### config.mk
export PLATFORM = sky130hd
export DESIGN_NAME = key_input_ctrl_flat
export DESIGN_NICKNAME = d
export VERILOG_FILES = /design/src/rtl/key_input_ctrl_pkg.sv /design/src/rtl/key_input_ctrl_if.sv /design/src/rtl/key_input_ctrl_repeat.sv /design/src/rtl/key_input_ctrl.sv /design/src/flat_wrapper.sv
export SDC_FILE = /design/constraint.sdc
export NUM_CORES = 1
export LEC_CHECK = 0
export CAP_MARGIN = 20
export CORE_ASPECT_RATIO = 1.75
export CORE_UTILIZATION = 55
export DETAILED_ROUTE_END_ITERATION = 10
export PLACE_DENSITY = 0.78
export REMOVE_ABC_BUFFERS = 1
export SLEW_MARGIN = 40
export SYNTH_ARGS = -nofsm -noshare
export SYNTH_HDL_FRONTEND = slang
export SYNTH_SLANG_ARGS = --single-unit
export TNS_END_PERCENT = 50
### constraint.sdc
create_clock -name clk -period 3.6 [get_ports clk]
set_input_delay 0.72 -clock clk [delete_from_list [all_inputs] [get_ports clk]]
set_output_delay 0.72 -clock clk [all_outputs]
set_load 0.01 [all_outputs]
### src/rtl/key_input_ctrl_pkg.sv
// Shared key codes, fire FSM state type and wheel type for the key input front end.
package key_input_pkg;

  localparam logic [6:0] KEY_A     = 7'd65;
  localparam logic [6:0] KEY_B     = 7'd66;
  localparam logic [6:0] KEY_INS   = 7'd45;
  localparam logic [6:0] KEY_DEL   = 7'd46;
  localparam logic [6:0] KEY_LEFT  = 7'd37;
  localparam logic [6:0] KEY_UP    = 7'd38;
  localparam logic [6:0] KEY_RIGHT = 7'd39;
  localparam logic [6:0] KEY_DOWN  = 7'd40;
  localparam logic [6:0] KEY_0     = 7'd48;
  localparam logic [6:0] KEY_9     = 7'd57;

  typedef enum logic [1:0] {
    IDLE   = 2'd0,
    FIRST  = 2'd1,
    REPEAT = 2'd2
  } fire_state_t;

  typedef logic [11:0] wheel_t;

  // Frame counter must hold the larger of the two terminal counts; never narrower than 5 bits.
  function automatic int cnt_width(input int delay, input int rate);
    int m;
    m = (delay > rate) ? delay : rate;
    return ($clog2(m) > 5) ? $clog2(m) : 5;
  endfunction

endpackage

### src/rtl/key_input_ctrl_if.sv
// Keyboard/frame inputs and decoded control outputs between host interface and game logic.
interface key_input_ctrl_if;
  import key_input_pkg::*;

  logic [7:0] keycode;
  logic       v_sync;
  logic       keystrobe;
  logic       btn_a;
  logic       fire_pulse;
  logic       select;
  logic       start;
  logic       left;
  logic       up;
  logic       right;
  logic       down;
  wheel_t     wheel;

  modport master (
    output keycode, v_sync,
    input  keystrobe, btn_a, fire_pulse, select, start, left, up, right, down, wheel
  );

  modport slave (
    input  keycode, v_sync,
    output keystrobe, btn_a, fire_pulse, select, start, left, up, right, down, wheel
  );

endinterface

### src/rtl/key_input_ctrl_repeat.sv
// Fire key auto-repeat: immediate pulse on press, then one after REPEAT_DELAY frames,
// then one every REPEAT_RATE frames while the key stays held.
//
// state  | meaning
// IDLE   | key not held; a press pulses immediately
// FIRST  | counting frames toward the first auto-repeat
// REPEAT | counting frames between subsequent auto-repeats
module key_repeat
  import key_input_pkg::*;
#(
  parameter int REPEAT_DELAY = 20,
  parameter int REPEAT_RATE  = 6
) (
  input  logic clk,
  input  logic reset,
  input  logic held,
  input  logic frame_tick,
  output logic pulse
);

  localparam int CNT_W = cnt_width(REPEAT_DELAY, REPEAT_RATE);
  localparam logic [CNT_W-1:0] DELAY_TC = CNT_W'(REPEAT_DELAY - 1);
  localparam logic [CNT_W-1:0] RATE_TC  = CNT_W'(REPEAT_RATE - 1);

  fire_state_t      state, state_nxt;
  logic [CNT_W-1:0] cnt, cnt_nxt;
  logic             pulse_nxt;

  always_ff @(posedge clk) begin
    if (reset) begin
      state <= IDLE;
      cnt   <= '0;
      pulse <= 1'b0;
    end else begin
      state <= state_nxt;
      cnt   <= cnt_nxt;
      pulse <= pulse_nxt;
    end
  end

  always_comb begin
    state_nxt = state;
    cnt_nxt   = cnt;
    case (state)
      IDLE: begin
        if (held) begin
          state_nxt = FIRST;
          cnt_nxt   = '0;
        end
      end
      FIRST: begin
        if (!held) begin
          state_nxt = IDLE;
        end else if (frame_tick) begin
          if (cnt == DELAY_TC) begin
            state_nxt = REPEAT;
            cnt_nxt   = '0;
          end else begin
            cnt_nxt = cnt + 1'b1;
          end
        end
      end
      REPEAT: begin
        if (!held) begin
          state_nxt = IDLE;
        end else if (frame_tick) begin
          if (cnt == RATE_TC) cnt_nxt = '0;
          else                cnt_nxt = cnt + 1'b1;
        end
      end
      default: state_nxt = IDLE;
    endcase
  end

  always_comb begin
    pulse_nxt = 1'b0;
    case (state)
      IDLE:    pulse_nxt = held;
      FIRST:   pulse_nxt = held && frame_tick && (cnt == DELAY_TC);
      REPEAT:  pulse_nxt = held && frame_tick && (cnt == RATE_TC);
      default: pulse_nxt = 1'b0;
    endcase
  end

endmodule

### src/rtl/key_input_ctrl.sv
// Keycode front end: held button levels, auto-repeating fire pulse and a frame-stepped wheel.
// Build option WHEEL_SLEW_EN: wheel slews toward the digit target per frame; otherwise it jumps.
module key_input_ctrl
  import key_input_pkg::*;
#(
  parameter int REPEAT_DELAY = 20,
  parameter int REPEAT_RATE  = 6,
  parameter int WHEEL_STEP   = 32,
  parameter int WHEEL_UNIT   = 227,
  parameter int WHEEL_MAX    = 2043
) (
  input logic             clk,
  input logic             reset,
  key_input_ctrl_if.slave bus
);

  logic [6:0] code;
  logic       key_held;
  logic       hit_a, hit_b, hit_ins, hit_del, hit_left, hit_up, hit_right, hit_down, hit_digit;

  assign code      = bus.keycode[6:0];
  assign key_held  = bus.keycode[7];
  assign hit_a     = key_held && (code == KEY_A);
  assign hit_b     = key_held && (code == KEY_B);
  assign hit_ins   = key_held && (code == KEY_INS);
  assign hit_del   = key_held && (code == KEY_DEL);
  assign hit_left  = key_held && (code == KEY_LEFT);
  assign hit_up    = key_held && (code == KEY_UP);
  assign hit_right = key_held && (code == KEY_RIGHT);
  assign hit_down  = key_held && (code == KEY_DOWN);
  assign hit_digit = key_held && (code >= KEY_0) && (code <= KEY_9);

  logic v_d, frame_tick;

  always_ff @(posedge clk) begin
    if (reset) v_d <= 1'b0;
    else       v_d <= bus.v_sync;
  end

  assign frame_tick = v_d && !bus.v_sync && !reset;

  logic keystrobe_q, btn_a_q, select_q, start_q, left_q, up_q, right_q, down_q;

  always_ff @(posedge clk) begin
    if (reset) begin
      keystrobe_q <= 1'b0;
      btn_a_q     <= 1'b0;
      select_q    <= 1'b0;
      start_q     <= 1'b0;
      left_q      <= 1'b0;
      up_q        <= 1'b0;
      right_q     <= 1'b0;
      down_q      <= 1'b0;
    end else begin
      keystrobe_q <= key_held;
      btn_a_q     <= hit_a;
      select_q    <= hit_ins;
      start_q     <= hit_del;
      left_q      <= hit_left;
      up_q        <= hit_up;
      right_q     <= hit_right;
      down_q      <= hit_down;
    end
  end

  logic fire_pulse;

  key_repeat #(
    .REPEAT_DELAY (REPEAT_DELAY),
    .REPEAT_RATE  (REPEAT_RATE)
  ) u_repeat (
    .clk        (clk),
    .reset      (reset),
    .held       (hit_b),
    .frame_tick (frame_tick),
    .pulse      (fire_pulse)
  );

  // Nudges are computed one bit wider so an underflow shows up as bit 12 rather than a wrap.
  function automatic wheel_t sat_dec(input wheel_t v);
    logic [12:0] s;
    s = {1'b0, v} - 13'(WHEEL_STEP);
    return s[12] ? '0 : s[11:0];
  endfunction

  function automatic wheel_t sat_inc(input wheel_t v);
    logic [12:0] s;
    s = {1'b0, v} + 13'(WHEEL_STEP);
    return (s > 13'(WHEEL_MAX)) ? wheel_t'(WHEEL_MAX) : s[11:0];
  endfunction

`ifdef WHEEL_SLEW_EN
  function automatic wheel_t slew(input wheel_t w, input wheel_t t);
    if (t >= w) return ((t - w) <= wheel_t'(WHEEL_STEP)) ? t : w + wheel_t'(WHEEL_STEP);
    else        return ((w - t) <= wheel_t'(WHEEL_STEP)) ? t : w - wheel_t'(WHEEL_STEP);
  endfunction
`endif

  logic [3:0] digit;
  wheel_t     tgt_q, tgt_dig, tgt_eff, tgt_nxt;
  wheel_t     wheel_q, wheel_nxt;

  assign digit   = 4'(code - KEY_0);
  assign tgt_dig = 12'(digit) * 12'(WHEEL_UNIT);
  // A digit pressed on a tick must steer toward the new target, not last cycle's.
  assign tgt_eff = hit_digit ? tgt_dig : tgt_q;

  always_comb begin
    tgt_nxt   = tgt_eff;
    wheel_nxt = wheel_q;
`ifndef WHEEL_SLEW_EN
    if (hit_digit) wheel_nxt = tgt_dig;
`endif
    if (frame_tick) begin
      if (hit_left) begin
        wheel_nxt = sat_dec(wheel_q);
        tgt_nxt   = sat_dec(tgt_eff);
      end else if (hit_right) begin
        wheel_nxt = sat_inc(wheel_q);
        tgt_nxt   = sat_inc(tgt_eff);
      end
`ifdef WHEEL_SLEW_EN
      else begin
        wheel_nxt = slew(wheel_q, tgt_eff);
      end
`endif
    end
  end

  always_ff @(posedge clk) begin
    if (reset) begin
      tgt_q   <= '0;
      wheel_q <= '0;
    end else begin
      tgt_q   <= tgt_nxt;
      wheel_q <= wheel_nxt;
    end
  end

  assign bus.keystrobe  = keystrobe_q;
  assign bus.btn_a      = btn_a_q;
  assign bus.fire_pulse = fire_pulse;
  assign bus.select     = select_q;
  assign bus.start      = start_q;
  assign bus.left       = left_q;
  assign bus.up         = up_q;
  assign bus.right      = right_q;
  assign bus.down       = down_q;
  assign bus.wheel      = wheel_q;

endmodule

### src/flat_wrapper.sv
// flat-port wrapper written by rule: the top's interface ports become plain ports
module key_input_ctrl_flat import key_input_pkg::*;
#(
  parameter int REPEAT_DELAY = 20,
  parameter int REPEAT_RATE  = 6,
  parameter int WHEEL_STEP   = 32,
  parameter int WHEEL_UNIT   = 227,
  parameter int WHEEL_MAX    = 2043
)
  (clk, reset, bus_keycode, bus_v_sync, bus_keystrobe, bus_btn_a, bus_fire_pulse, bus_select, bus_start, bus_left, bus_up, bus_right, bus_down, bus_wheel);
  key_input_ctrl_if bus_i ();
  input logic clk;
  input logic reset;
  input wire logic [$bits(bus_i.keycode)-1:0] bus_keycode;
  input wire logic [$bits(bus_i.v_sync)-1:0] bus_v_sync;
  output wire logic [$bits(bus_i.keystrobe)-1:0] bus_keystrobe;
  output wire logic [$bits(bus_i.btn_a)-1:0] bus_btn_a;
  output wire logic [$bits(bus_i.fire_pulse)-1:0] bus_fire_pulse;
  output wire logic [$bits(bus_i.select)-1:0] bus_select;
  output wire logic [$bits(bus_i.start)-1:0] bus_start;
  output wire logic [$bits(bus_i.left)-1:0] bus_left;
  output wire logic [$bits(bus_i.up)-1:0] bus_up;
  output wire logic [$bits(bus_i.right)-1:0] bus_right;
  output wire logic [$bits(bus_i.down)-1:0] bus_down;
  output wire logic [$bits(bus_i.wheel)-1:0] bus_wheel;
  assign bus_i.keycode = bus_keycode;
  assign bus_i.v_sync = bus_v_sync;
  assign bus_keystrobe = bus_i.keystrobe;
  assign bus_btn_a = bus_i.btn_a;
  assign bus_fire_pulse = bus_i.fire_pulse;
  assign bus_select = bus_i.select;
  assign bus_start = bus_i.start;
  assign bus_left = bus_i.left;
  assign bus_up = bus_i.up;
  assign bus_right = bus_i.right;
  assign bus_down = bus_i.down;
  assign bus_wheel = bus_i.wheel;
  key_input_ctrl #(.REPEAT_DELAY(REPEAT_DELAY), .REPEAT_RATE(REPEAT_RATE), .WHEEL_STEP(WHEEL_STEP), .WHEEL_UNIT(WHEEL_UNIT), .WHEEL_MAX(WHEEL_MAX)) u_core (.clk(clk), .reset(reset), .bus(bus_i));
endmodule
# [Word-level counts from Yosys, hierarchy flattened]
# Index checks and enable logic that the tools add are counted.
[classes] n_addsub=4 mul=1 n_lt_le_gt_ge=3 eq_ne=20 mux=21 n_reduce_logical=21
[op_table] op="12-bit 2-to-1 mux" n=6
[op_table] op="7-bit by 6-bit equality test with 1-bit output (second input constant)" n=6
[op_table] op="5-bit 2-to-1 mux" n=7
[op_table] op="1-bit logical AND" n=15
[op_table] op="5-bit one-hot mux with 3 select lines" n=1
[op_table] op="7-bit equality test (second input constant)" n=2
[op_table] op="12-bit by 6-bit adder with 13-bit output (second input constant)" n=1
[op_table] op="13-bit by 11-bit greater-than comparator with 1-bit output (second input constant)" n=1
[op_table] op="12-bit by 6-bit subtractor with 13-bit output (second input constant)" n=1
[op_table] op="4-bit by 8-bit multiplier with 12-bit output (second input constant)" n=1
[op_table] op="2-bit != test (second input constant)" n=6
[op_table] op="2-bit 2-to-1 mux" n=5
[op_table] op="7-bit by 6-bit greater-or-equal comparator with 1-bit output (second input constant)" n=1
[op_table] op="7-bit by 6-bit <= comparator with 1-bit output (second input constant)" n=1
[op_table] op="3-bit != test (second input constant)" n=2
[op_table] op="2-bit one-hot mux with 3 select lines" n=1
[op_table] op="6-bit AND reduction" n=1
[op_table] op="5-bit by 1-bit adder with 5-bit output (second input constant)" n=1
[op_table] op="5-bit by 3-bit equality test with 1-bit output (second input constant)" n=1
[op_table] op="5-bit equality test (second input constant)" n=1
[op_table] op="4-bit AND reduction" n=1
[op_table] op="4-bit by 1-bit subtractor with 4-bit output (second input constant)" n=1
[op_table] op="1-bit one-hot mux with 3 select lines" n=1
[op_table] op="3-bit nonzero test" n=1
[op_table] op="other kinds (4)" n=5
[totals] regBits=29 in_bits=11 out_inout_bits=21

# [Depth between registers and ports, before layout]
[depth] depth_word=7 ltp_mapped=11 ltp_nobuf=11

# [Cells and area by module]
# From an unflattened synthesis, not the netlist that was laid out.
[hier_totals] hier_cells=287 hier_area_um2=2514.9
[by_module_without_submodules] mod="key_input_ctrl" instances=1 cells_each=225 area_per_inst_um2=1913.1
[by_module_without_submodules] mod="key_repeat" instances=1 cells_each=62 area_per_inst_um2=601.8

# [Worst setup path before layout]
# No wires, ideal clock.
[synth_path] path_kind="input-to-reg" from="input port bus_keycode[1]" to="register u_core.wheel_q[10] (netlist: u_core.bus.wheel[10])" setup_time_ps=137 arrival_time_ps=2890 slack_ps=574 stages=11 cell_sequence="inv_1 fa_1 inv_1 ha_1 ha_1 a21o_1 a21oi_1 o21ai_0 xor2_1 a211oi_1 a211oi_1"
[synth_between] elab_chain_cells=7
[synth_lines] item="start: declaration" line_no="flat_wrapper.sv:14" rtl="input wire logic [$bits(bus_i.keycode)-1:0] bus_keycode;"
[synth_lines] item="branches (longest 6 deep; another with 4-bit by 8-bit multiplier with 12-bit output)"
[synth_lines] item="12-bit 2-to-1 mux (*)" line_no="key_input_ctrl.sv:114" rtl="if (frame_tick) begin"
[synth_lines] item="end signal: assignment" line_no="key_input_ctrl.sv:136" rtl="wheel_q <= wheel_nxt;"
[synth_lines] item="end: declaration" line_no="key_input_ctrl.sv:101" rtl="wheel_t wheel_q, wheel_nxt;"
# Every way passes the cells marked *.
# A chain may end at the register's enable or synchronous reset.

# [Worst setup path in the final report]
# Same ends and word-level chain as after synthesis.

==> flow_metrics.tcl <==
set metrics [dict create \
    yosys-top-cells-area "dfxtp_1, ha_1, a21oi_1, xor2_1, nor2_1" \
    setup_violations 0 \
    drive_above_1_share_pct 9.49 \
    first_pass_iters 4 \
    gr-usage-all-layers_pct 28.2 \
    path_clk_slew_ns 0.07 \
    powerDensity_nw_per_um2 280 \
    finalHoldViolations 0 \
    layout.cells.most_common_list "ha_1, clkdlybuf4s50_1, dfxtp_1" \
    cts_buffers 5 \
    hold_buffers 0 \
    ys_seq_area_share_pct 24.6 \
    cp_slowest_cell "fa_1" \
    gr-total-overflow 0 \
    clock_latency_ns 0.29 \
    core_area_sq_um 4110 \
    synth_area_sq_um 2360 \
    ys_seq_elements 29 \
    drc 0 \
    leakagePower_nw 1.21 \
    path_max_fanout 4 \
    vias 2207 \
    fmax_ghz 0.304 \
    htreeDepth 2 \
    rsz0062_at_grt "false" \
    cts_buffer_depth 2 \
    n_antenna_cell 0 \
    slew_viol_final 0 \
    setup_ws_ns 0.305 \
    cts_resized 0 \
    critPathKind "input port to flip-flop" \
    critical_path_arrival_ns 3.46 \
    start_util_pct 57.3 \
    fin_tns_setup_ns 0 \
    die_w_um 51.5 \
    syn-instance-count 280 \
    ys_types 62 \
    area_growth_pct 20.7 \
    ios 32 \
    post_synth.cell_area_avg_sq_um 8.41 \
    drtIter0Drc 51 \
    vias_per_cell 6.05 \
    fp.dieArea_sq_um 4560 \
    fin_crit_ns 3.29 \
    irDropWorstVdd_v 0.000298 \
    yosysTopAreaCell "dfxtp_1" \
    layout.nets 361 \
    final_common_cell "ha_1" \
    postCtsSetupBuffers 0 \
    required_ns 3.76 \
    cts_root_buf "clkbuf_8" \
    maxCapViolCount 0 \
    die_y_um 88.6 \
    wl_per_cell_um 15.9 \
    first_global_vias 2188 \
    ant_nets 0 \
    end_kind "flip-flop" \
    grt_max_degree 25 \
    synth_ff_type "dfxtp_1" \
    io_buffer_count 31 \
    synth_top_area_share_pct 24.6 \
    crit_path_max_incr_delay_ns 0.54 \
    cp_cell_sequence "clkdlybuf4s50_1 > inv_1 > fa_1 > inv_1 > ha_1 > ha_1 > a21o_1 > a21oi_1 > o21ai_0 > xor2_1 > a211oi_1 > a211oi_1" \
    cts_num_sinks 29 \
    finalWeightedCongestion 0.947 \
    grt_antenna_before_repair 0 \
    start_kind "input port" \
    status "finished clean" \
    grt_pass1_wl_mm 9.75 \
    place_worst_setup_slack_ns 0.0335 \
    dp_hpwl_mm 4.44 \
    yosysWarnings 0 \
    hold_class "flip-flop to flip-flop" \
    drt-total-wl_mm 5.80 \
    slew_headroom_pct 53.5 \
    cts_tree "done" \
    clock-skew-final_ns 0.00535 \
    timing.final.crit_share_pct 91.5 \
    synthArstFlopShare_pct 0 \
    synth_edf_count 0 \
    fp-row-count 31 \
    fillers 378 \
    worst_pin_slew_ns 0.687 \
]
==> through the flow <==
step	util (%)	total power, mW	std cells	hold WS, ns	instance area [sq um]
2_1_floorplan	-	0.433	268	0.456	2300
4_1_cts	69.1	0.796	365	0.479	2840
5_1_grt	69.1	0.826	365	0.495	2840
3_5_place_dp	66.7	0.495	357	0.470	2740
6_report	69.1	0.795	365	0.474	2840
3_3_place_gp	66.7	0.493	357	0.458	2740
==> worst paths after layout <==
| check | startpoint | endpoint | slack [ns] | cells after the start |
|---|---|---|---|---|
| setup / recovery | bus_keycode[1] | u_core.bus.wheel[10]$_SDFF_PP0_ | 0.31 | 12 |
| hold / removal | u_core.bus.wheel[1]$_SDFFE_PP0P_ | u_core.bus.wheel[1]$_SDFFE_PP0P_ | 0.47 | 2 |
| setup reg to reg | u_core.bus.wheel[5]$_SDFF_PP0_ | u_core.bus.wheel[2]$_SDFFE_PP0P_ | 1.05 | 8 |
| hold reg to reg | u_core.bus.wheel[1]$_SDFFE_PP0P_ | u_core.bus.wheel[1]$_SDFFE_PP0P_ | 0.47 | 2 |
==> cell families (layout without fill, tap and decap cells) <==
logic type,count (synthesis),after routing,synth area share (%)
buffers and inverters,25,61,4.36
multiplexers,4,4,1.70
flip-flops,29,29,24.6
XOR/XNOR,14,14,5.52
AND/OR/NAND/NOR,99,99,24.1
AO/OA/AOI/OAI,74,74,20.5
adder cells (fa/ha/maj),35,35,19.2
==> flip-flops by register name, indices dropped and copies added (netlist names) <==
register and cells:
u_core.bus.wheel 12, u_core.u_repeat.cnt 5, u_core.u_repeat.state 2, u_core.bus.btn_a 1
u_core.bus.down 1, u_core.bus.keystrobe 1, u_core.bus.left 1, u_core.bus.right 1
u_core.bus.select 1, u_core.bus.start 1, u_core.bus.up 1, u_core.u_repeat.pulse 1
u_core.v_d 1
==> power by group <==
part           leakage (nW)  internal, mW  total, mW  switching [mW]
Sequential            0.234         0.325      0.331         0.00598
Combinational         0.920        0.0728      0.157          0.0846
Clock                0.0542         0.173      0.307           0.134
==> synth_stat cells, types with 2 or more instances <==
master	number
ha_1	33
a21o_1	2
nor3b_1	3
inv_1	13
a21oi_1	23
mux2i_1	4
o21bai_1	2
nand2_1	15
or4_1	2
fa_1	2
nor2b_1	8
nor4bb_1	2
buf_2	4
and4bb_2	2
or2_2	2
nand3_1	10
a31oi_1	2
xnor2_1	3
o211ai_1	4
nor4_1	3
nand2b_1	3
a211oi_1	2
buf_1	2
nor3_1	5
xor2_1	10
o21ai_0	12
clkbuf_1	5
dfxtp_1	29
and3_1	9
nor2_1	20
a31o_2	2
o31ai_1	2
nand4_1	5
a21boi_0	2
o21ai_1	4
nand4b_1	3
==> metal layers <==
| layer | routed length, um | GRT usage (%) |
|---|---|---|
| met4 | 124 | 13.0 |
| met5 | 0 | 0 |
| met1 | 2230 | 27.5 |
| met3 | 139 | 4.64 |
| met2 | 3300 | 55.3 |
==> layout make-up <==
class | instances | area [sq um] | area share, %
Clock buffer | 7 | 96.3 | 3.39
Clock inverter | 1 | 5.00 | 0.176
Inverter | 13 | 48.8 | 1.72
Multi-Input combinational cell | 226 | 1670 | 58.8
Sequential cell | 29 | 581 | 20.4
Tap cell | 49 | 61.3 | 2.16
Timing Repair Buffer | 40 | 378 | 13.3
==> worst max-delay path: cells and delay by family <==
kind	cells	cell delay (ns)
AO/OA/AOI/OAI	5	0.82
adder cells (fa/ha/maj)	3	1.17
XOR/XNOR	1	0.16
buffers and inverters	3	0.59
Note: power is estimated with default switching activity, not from simulation.
